File: config.mk
export PLATFORM = sky130hd
export DESIGN_NAME = fpmul_issuer
export DESIGN_NICKNAME = d
export VERILOG_FILES = /design/src/rtl/fpmul_pkg.sv /design/src/rtl/fpmul_issuer_chk.sv /design/src/rtl/fpmul_issuer_sync_fifo.sv /design/src/rtl/fpmul_issuer.sv
export SDC_FILE = /design/constraint.sdc
export NUM_CORES = 1
export LEC_CHECK = 0
export BUFFER_PORTS_ARGS = -buffer_cell sky130_fd_sc_hd__buf_2
export CAP_MARGIN = 20
export CORE_AREA = 2 2 216 154
export DETAILED_ROUTE_END_ITERATION = 6
export DIE_AREA = 0 0 218 156
export GPL_TIMING_DRIVEN = 1
export HOLD_SLACK_MARGIN = 0.12
export PLACE_DENSITY = 0.86
export RECOVER_POWER = 50
export SLEW_MARGIN = 20
export SYNTH_ARGS = -nofsm -noshare
export SYNTH_HDL_FRONTEND = slang
export SYNTH_SLANG_ARGS = --single-unit
File: constraint.sdc
create_clock -name clk -period 5.3 [get_ports clk]
set_input_delay 0.53 -clock clk [delete_from_list [all_inputs] [get_ports clk]]
set_output_delay 0.53 -clock clk [all_outputs]
set_load 0.01 [all_outputs]
File: src/rtl/fpmul_pkg.sv
// Shared types and helpers for the FP32 multiplier issuer.
// Provides the default datapath width, the FP32 word type, the operand-pair
// record, and the counter width helper. A counter sized by cnt_w can hold
// every value from 0 to depth inclusive.
package fpmul_pkg;

  localparam int FP32_W = 32;

  typedef logic [31:0] fp32_t;

  typedef struct packed {
    fp32_t a;
    fp32_t b;
  } operand_pair_t;

  function automatic int cnt_w(input int depth);
    return $clog2(depth) + 1;
  endfunction

endpackage

File: src/rtl/fpmul_issuer_chk.sv
// fpmul_issuer_chk: runtime checks on the issuer's flow-control bookkeeping.
// Ports: clk, rst_n, plus observation-only copies of the credit counter,
// outstanding counter, result FIFO occupancy/full, issue-valid, load strobe,
// result push strobe and operand FIFO occupancy. Drives nothing.
module fpmul_issuer_chk #(
  parameter int OP_DEPTH  = 4,
  parameter int RES_DEPTH = 4,
  parameter int CW        = 3,
  parameter int OCW       = 3
) (
  input logic           clk,
  input logic           rst_n,
  input logic [CW-1:0]  credits_i,
  input logic [CW-1:0]  outstanding_i,
  input logic [CW-1:0]  res_count_i,
  input logic           res_full_i,
  input logic           fpu_valid_i,
  input logic           load_i,
  input logic           res_push_i,
  input logic [OCW-1:0] op_count_i
);

  // Every slot is exactly one of: free credit, in issue reg, in flight, buffered
  a_slot_invariant: assert property (@(posedge clk) disable iff (!rst_n)
    (int'(credits_i) + int'(outstanding_i) + int'(res_count_i) + (fpu_valid_i ? 1 : 0)) == RES_DEPTH);

  a_credit_max: assert property (@(posedge clk) disable iff (!rst_n)
    int'(credits_i) <= RES_DEPTH);

  a_credit_underflow: assert property (@(posedge clk) disable iff (!rst_n)
    load_i |-> (credits_i != CW'(0)));

  a_res_overflow: assert property (@(posedge clk) disable iff (!rst_n)
    res_push_i |-> !res_full_i);

  a_op_count_max: assert property (@(posedge clk) disable iff (!rst_n)
    int'(op_count_i) <= OP_DEPTH);

endmodule

File: src/rtl/fpmul_issuer_sync_fifo.sv
// sync_fifo: single-clock first-word fall-through FIFO.
// Ports:
//   clk, rst_n            clock, asynchronous active-low reset
//   push_i, wdata_i       write strobe and data (ignored while full)
//   pop_i                 read strobe (ignored while empty)
//   rdata_o               head entry, valid whenever empty_o is low
//   full_o, empty_o       status derived from the registered count
//   count_o               number of stored entries
// Storage is cleared on reset so the head reads as zero while empty.
module sync_fifo #(
  parameter int WIDTH = 32,
  parameter int DEPTH = 4
) (
  input  logic                     clk,
  input  logic                     rst_n,
  input  logic                     push_i,
  input  logic [WIDTH-1:0]         wdata_i,
  input  logic                     pop_i,
  output logic [WIDTH-1:0]         rdata_o,
  output logic                     full_o,
  output logic                     empty_o,
  output logic [$clog2(DEPTH):0]   count_o
);

  localparam int AW = $clog2(DEPTH);

  logic [WIDTH-1:0] mem_q [DEPTH];
  logic [AW-1:0]    wr_ptr_q;
  logic [AW-1:0]    wr_ptr_d;
  logic [AW-1:0]    rd_ptr_q;
  logic [AW-1:0]    rd_ptr_d;
  logic [AW:0]      count_q;
  logic [AW:0]      count_d;
  logic             do_push_s;
  logic             do_pop_s;

  assign full_o    = (count_q == (AW+1)'(DEPTH));
  assign empty_o   = (count_q == (AW+1)'(0));
  assign do_push_s = push_i && !full_o;
  assign do_pop_s  = pop_i && !empty_o;
  assign rdata_o   = mem_q[rd_ptr_q];
  assign count_o   = count_q;

  // Next-state for pointers and occupancy; pointers wrap since DEPTH is a power of 2
  always_comb begin
    wr_ptr_d = wr_ptr_q;
    rd_ptr_d = rd_ptr_q;
    count_d  = count_q;
    if (do_push_s) begin
      wr_ptr_d = wr_ptr_q + AW'(1);
    end else begin
      wr_ptr_d = wr_ptr_q;
    end
    if (do_pop_s) begin
      rd_ptr_d = rd_ptr_q + AW'(1);
    end else begin
      rd_ptr_d = rd_ptr_q;
    end
    if (do_push_s && !do_pop_s) begin
      count_d = count_q + (AW+1)'(1);
    end else if (do_pop_s && !do_push_s) begin
      count_d = count_q - (AW+1)'(1);
    end else begin
      count_d = count_q;
    end
  end

  // Pointer and occupancy registers
  always_ff @(posedge clk or negedge rst_n) begin
    if (!rst_n) begin
      wr_ptr_q <= AW'(0);
      rd_ptr_q <= AW'(0);
      count_q  <= (AW+1)'(0);
    end else begin
      wr_ptr_q <= wr_ptr_d;
      rd_ptr_q <= rd_ptr_d;
      count_q  <= count_d;
    end
  end

  // Storage array, cleared on reset
  always_ff @(posedge clk or negedge rst_n) begin
    if (!rst_n) begin
      for (int i = 0; i < DEPTH; i++) begin
        mem_q[i] <= {WIDTH{1'b0}};
      end
    end else if (do_push_s) begin
      mem_q[wr_ptr_q] <= wdata_i;
    end
  end

endmodule

File: src/rtl/fpmul_issuer.sv
// fpmul_issuer: operand-side requester for the FP32 multiplier.
// Ports:
//   clk, rst (async active-low)
//   op_valid/op_a/op_b/op_ready        upstream operand pairs (valid/ready)
//   fpu_A/fpu_B/fpu_valid/fpu_ready    registered issue port to the multiplier
//   fpu_res_valid/fpu_data             multiplier result stream (no back-pressure)
//   res_valid/res_data/res_ready       buffered results to downstream
//   outstanding                        issued-but-not-returned count
//   err_spurious                       sticky: result arrived with nothing outstanding
// A credit is consumed when an operand pair is loaded into the issue register
// and returned when its result leaves the result FIFO, so the result FIFO
// always has room for every multiplication in flight.
module fpmul_issuer
  import fpmul_pkg::*;
#(
  parameter int DATA_W    = FP32_W,
  parameter int OP_DEPTH  = 4,
  parameter int RES_DEPTH = 4
) (
  input  logic                          clk,
  input  logic                          rst,
  input  logic                          op_valid,
  input  logic [DATA_W-1:0]             op_a,
  input  logic [DATA_W-1:0]             op_b,
  output logic                          op_ready,
  output logic [DATA_W-1:0]             fpu_A,
  output logic [DATA_W-1:0]             fpu_B,
  output logic                          fpu_valid,
  input  logic                          fpu_ready,
  input  logic                          fpu_res_valid,
  input  logic [DATA_W-1:0]             fpu_data,
  output logic                          res_valid,
  output logic [DATA_W-1:0]             res_data,
  input  logic                          res_ready,
  output logic [$clog2(RES_DEPTH):0]    outstanding,
  output logic                          err_spurious
);

  localparam int CW  = cnt_w(RES_DEPTH);
  localparam int OCW = cnt_w(OP_DEPTH);

  logic [2*DATA_W-1:0] op_head_s;
  logic                op_full_s;
  logic                op_empty_s;
  logic [OCW-1:0]      op_count_s;
  logic                op_push_s;
  logic                res_full_s;
  logic                res_empty_s;
  logic [CW-1:0]       res_count_s;
  logic                res_push_s;
  logic                res_pop_s;
  logic                load_s;
  logic                fpu_hs_s;
  logic                spur_s;

  logic [DATA_W-1:0]   fpu_a_q;
  logic [DATA_W-1:0]   fpu_a_d;
  logic [DATA_W-1:0]   fpu_b_q;
  logic [DATA_W-1:0]   fpu_b_d;
  logic                fpu_valid_q;
  logic                fpu_valid_d;
  logic [CW-1:0]       credits_q;
  logic [CW-1:0]       credits_d;
  logic [CW-1:0]       outstanding_q;
  logic [CW-1:0]       outstanding_d;
  logic                err_q;
  logic                err_d;

  assign op_ready  = !op_full_s;
  assign op_push_s = op_valid && !op_full_s;

  sync_fifo #(
    .WIDTH (2*DATA_W),
    .DEPTH (OP_DEPTH)
  ) u_op_fifo (
    .clk     (clk),
    .rst_n   (rst),
    .push_i  (op_push_s),
    .wdata_i ({op_a, op_b}),
    .pop_i   (load_s),
    .rdata_o (op_head_s),
    .full_o  (op_full_s),
    .empty_o (op_empty_s),
    .count_o (op_count_s)
  );

  // The issue register may refill whenever its current content leaves this cycle
  assign fpu_hs_s   = fpu_valid_q && fpu_ready;
  assign load_s     = !op_empty_s && (credits_q != CW'(0)) && (!fpu_valid_q || fpu_ready);
  assign res_push_s = fpu_res_valid && (outstanding_q != CW'(0));
  assign spur_s     = fpu_res_valid && (outstanding_q == CW'(0));
  assign res_pop_s  = res_ready && !res_empty_s;

  sync_fifo #(
    .WIDTH (DATA_W),
    .DEPTH (RES_DEPTH)
  ) u_res_fifo (
    .clk     (clk),
    .rst_n   (rst),
    .push_i  (res_push_s),
    .wdata_i (fpu_data),
    .pop_i   (res_pop_s),
    .rdata_o (res_data),
    .full_o  (res_full_s),
    .empty_o (res_empty_s),
    .count_o (res_count_s)
  );

  // Issue register next state: load head, drop valid after an unreplaced handshake, else hold
  always_comb begin
    fpu_a_d     = fpu_a_q;
    fpu_b_d     = fpu_b_q;
    fpu_valid_d = fpu_valid_q;
    if (load_s) begin
      fpu_a_d     = op_head_s[2*DATA_W-1:DATA_W];
      fpu_b_d     = op_head_s[DATA_W-1:0];
      fpu_valid_d = 1'b1;
    end else if (fpu_hs_s) begin
      fpu_valid_d = 1'b0;
    end else begin
      fpu_valid_d = fpu_valid_q;
    end
  end

  // Credit, outstanding and error next state
  always_comb begin
    credits_d     = credits_q;
    outstanding_d = outstanding_q;
    err_d         = err_q | spur_s;
    if (load_s && !res_pop_s) begin
      credits_d = credits_q - CW'(1);
    end else if (!load_s && res_pop_s) begin
      credits_d = credits_q + CW'(1);
    end else begin
      credits_d = credits_q;
    end
    if (fpu_hs_s && !res_push_s) begin
      outstanding_d = outstanding_q + CW'(1);
    end else if (!fpu_hs_s && res_push_s) begin
      outstanding_d = outstanding_q - CW'(1);
    end else begin
      outstanding_d = outstanding_q;
    end
  end

  // State registers
  always_ff @(posedge clk or negedge rst) begin
    if (!rst) begin
      fpu_a_q       <= {DATA_W{1'b0}};
      fpu_b_q       <= {DATA_W{1'b0}};
      fpu_valid_q   <= 1'b0;
      credits_q     <= CW'(RES_DEPTH);
      outstanding_q <= CW'(0);
      err_q         <= 1'b0;
    end else begin
      fpu_a_q       <= fpu_a_d;
      fpu_b_q       <= fpu_b_d;
      fpu_valid_q   <= fpu_valid_d;
      credits_q     <= credits_d;
      outstanding_q <= outstanding_d;
      err_q         <= err_d;
    end
  end

  assign fpu_A        = fpu_a_q;
  assign fpu_B        = fpu_b_q;
  assign fpu_valid    = fpu_valid_q;
  assign res_valid    = !res_empty_s;
  assign outstanding  = outstanding_q;
  assign err_spurious = err_q;

  fpmul_issuer_chk #(
    .OP_DEPTH  (OP_DEPTH),
    .RES_DEPTH (RES_DEPTH),
    .CW        (CW),
    .OCW       (OCW)
  ) u_chk (
    .clk           (clk),
    .rst_n         (rst),
    .credits_i     (credits_q),
    .outstanding_i (outstanding_q),
    .res_count_i   (res_count_s),
    .res_full_i    (res_full_s),
    .fpu_valid_i   (fpu_valid_q),
    .load_i        (load_s),
    .res_push_i    (res_push_s),
    .op_count_i    (op_count_s)
  );

endmodule

==> flow_summary.yaml <==
finish:
  synthToLayoutAreaGrowth_pct: 13.07
  fillers: 2041
  multi_input_area_um2: 7944
  seqCellArea_um2: 11770
  final_util_pct: 71.60
  drive_above_1_share_pct: 53.82
  fin_nets: 1484
logic_synthesis:
  synthesis.nets: 1283
  yosysMostFrequentCell: "dfrtp_1"
  synth_common_cells: "dfrtp_1, mux2_2, mux4_2"
  synth_edf_count: 0
  ys_seq_area_share_pct: 58.17
  synth-seq-cells: 470
  synth_area_leaders: "dfrtp_1, mux2_2, mux4_2"
  synth_cell_types: 33
  netlist_area_um2: 20220
  synth_top_cell_area_share_pct: 58.04
  synth_area_per_cell_um2: 17.36
  yosysWarnings: 0
  synth-main-ff-cell: "dfrtp_1"
  synth_cells: 1165
  async_reset_ff_share_pct: 100.0
  yosys.area.top_type: "dfrtp_1"
power:
  p_clk_share_pct: 19.8
  p_leak_nw: 9.985
  p_int_mw: 11.07
  seqPwrFrac_pct: 42.0
  vdd_drop_max_v: 0.0003550
  sw_frac_of_total_pct: 30.81
  power-per-cell-area_nw_per_um2: 699.6
  power.switching_mw: 4.929
  pwr-share-comb_pct: 38.2
sta:
  slew_headroom_pct: -42.73
  setup_viol: 0
  timing.fmax_mhz: 290.8
  finalHoldViolCount: 0
  min_period_ns: 3.439
  tightest_slew_ns: 2.141
  slew_viol_final: 229
  setup-tns-final_ns: 0
  fin_skew_ns: 0.01108
  rsz0062_at_grt: "no"
  post-route-period-util_pct: 64.89
worst_setup_path:
  crit_path_end_kind: "register"
  critPathKind: "register to register"
  worst-path-buf-inv: 1
  crit_arrival_ns: 3.86
  crit_fanout: 38
  start_kind: "register"
  cpLargestDelayFamily: "simple AND/OR/NAND/NOR gates"
  cp.required_ns: 5.73
  crit_path_cell_trace: "or3_4 -> and3_1 -> buf_4 -> mux2_2"
  crit_path_top_delay_cell: "and3_1"
  worst_path_largest_cell_delay_ns: 1.38
placement:
  hpwl_mm: 25.71
  port-buffer-count: 204
  gp_congestion: 0.7497
status:
  outcome: "complete, but fails checks"
  violations: "capacitance limit, slew limit"
run:
  maxCapViolCount: 7
detailed_routing:
  vias_per_cell: 5.942
  drt_pass1_iterations: 4
  drtAntennaViolNets: 0
  num_vias: 10870
  drc: 0
  wl_per_cell_um: 22.17
  routed_wl_mm: 40.57
  drt_iter0_drc: 641
global_route:
  grtUsageMet1_pct: 35.63
  grt_use_met3_pct: 4.269
  grt_pass1_wl_mm: 65.69
  grt_max_degree: 124
  top_usage_layer: "met2"
  grt_pass1_vias: 12020
  gr-total-overflow: 0
  antenna_found_initial: 4
  grt_usage_pct: 24.75
  grtUsageMet2_pct: 39.79
clock_network:
  clkTransAtPathRegs_ns: 0.06
  htreeDepth: 2
  clock_path_buffers: 3
  numCtsBuffers: 44
  cts.sinks: 470
  cts_resized: 0
  insertion_delay_ns: 0.55
  cts_tree: "yes"
  cts_root_buffer: "clkbuf_16"
die:
  die-area_um2: 34010
  std_cell_rows: 55
  core_um2: 31930
  io-pin-count: 205
  die_y_um: 156
  die_w_um: 218
  initial_core_util_pct: 63.33
min_path:
  hold_class: "input pin to register"
[sequential cells by signal (all words and copies together), names as in the netlist]
| signal | cells |
|---|---|
| outstanding | 3 |
| u_op_fifo.mem_q | 256 |
| u_res_fifo.mem_q | 128 |
| u_res_fifo.rd_ptr_q | 2 |
| u_op_fifo.count_o | 3 |
| u_res_fifo.wr_ptr_q | 2 |
| u_res_fifo.count_o | 3 |
| fpu_A | 32 |
| u_op_fifo.rd_ptr_q | 2 |
| fpu_valid | 1 |
| err_spurious | 1 |
| u_op_fifo.wr_ptr_q | 2 |
| fpu_B | 32 |
| credits_q | 3 |
[path summary, 6_finish.rpt]
path | from | end | slack (ns) | depth (start not counted)
max | credits_q[2] | fpu_A[1] | 1.86 | 4
min | fpu_res_valid | err_spurious | 0.21 | 2
max reg2reg | credits_q[2] | fpu_A[1] | 1.86 | 4
min reg2reg | err_spurious | err_spurious | 0.46 | 1
max in group asynchronous | rst | u_op_fifo.mem_q[232] | 2.35 | 3
min in group asynchronous | rst | u_op_fifo.mem_q[162] | 0.64 | 2
[power by group through the flow]
stage               Clock, mW  Combinational, mW  Sequential [mW]
floorplan                   0               4.94             6.27
global placement            0               5.97             6.61
detailed placement          0               6.22             6.74
CTS                      3.24               6.25             6.71
global route             3.38               6.59             6.95
finish                   3.17               6.10             6.72
[cells by family (layout without fill, tap and decap cells)]
family / Yosys count / after routing / synth area share, %
multiplexers: 550 / 550 / 36.47
XOR/XNOR: 18 / 18 / 0.7797
other: 0 / 4 / 0
buffers and inverters: 81 / 315 / 2.457
AND/OR/NAND/NOR: 28 / 28 / 0.9034
AO/OA/AOI/OAI: 2 / 2 / 0.08046
flip-flops: 470 / 470 / 58.17
adder cells (fa/ha/maj): 16 / 16 / 1.139
[worst reg2reg max path, cell delays in order (launching register included)]
cell	delay, ns
dfstp_2	0.54
or3_4	0.12
and3_1	1.38
buf_4	0.84
mux2_2	0.44
[timing repair]
item                      CTS  global route
hold endpoints to repair   18             0
setup buffers               0             0
hold buffers                1             0
[routing by layer]
metal,vias up,share of wire (%)
li1,4721,-
met1,5894,45
met4,0,1.8
met2,196,49
met5,-,0
met3,62,4.0
[layout by cell type (no fill, tap or decap), types with 2 or more instances in the layout]
master / count
clkbuf_16: 45
diode_2: 4
ha_1: 12
inv_1: 13
nand3_1: 8
mux4_2: 96
buf_12: 2
mux2_2: 404
dfrtp_1: 466
clkbuf_1: 82
nand2_1: 4
fa_1: 4
bufinv_16: 2
buf_4: 11
xnor2_1: 9
dfrtp_2: 2
mux2_1: 22
xor2_1: 9
clkinv_2: 8
buf_2: 134
nor2_1: 4
clkbuf_8: 13
or3_1: 2
mux2_4: 27
clkinvlp_4: 2
[cell type report]
type | count | share of cell area, %
clock buffers | 66 | 5.839
repair buffers | 223 | 4.794
inverters | 13 | 0.2134
flip-flops and latches | 470 | 51.47
multi-input cells | 614 | 34.75
diodes | 4 | 0.04378
well taps | 427 | 2.337
clock inverters | 13 | 0.5527
[metrics by stage]
stage          hold slack [ns]  std cells  power [mW]  cell area [µm²]  worst slack [ns]
6_report                0.2081       1830       16.00            22860             1.861
2_1_floorplan           0.2344       1165       11.21            20220             2.871
3_3_place_gp            0.4365       1746       12.58            21540             2.646
3_5_place_dp            0.4446       1746       12.96            21540             2.599
5_1_grt                 0.2098       1828       16.91            22860             1.690
4_1_cts                 0.1833       1826       16.19            23010             2.219
Note: power is estimated with default switching activity, not from simulation.
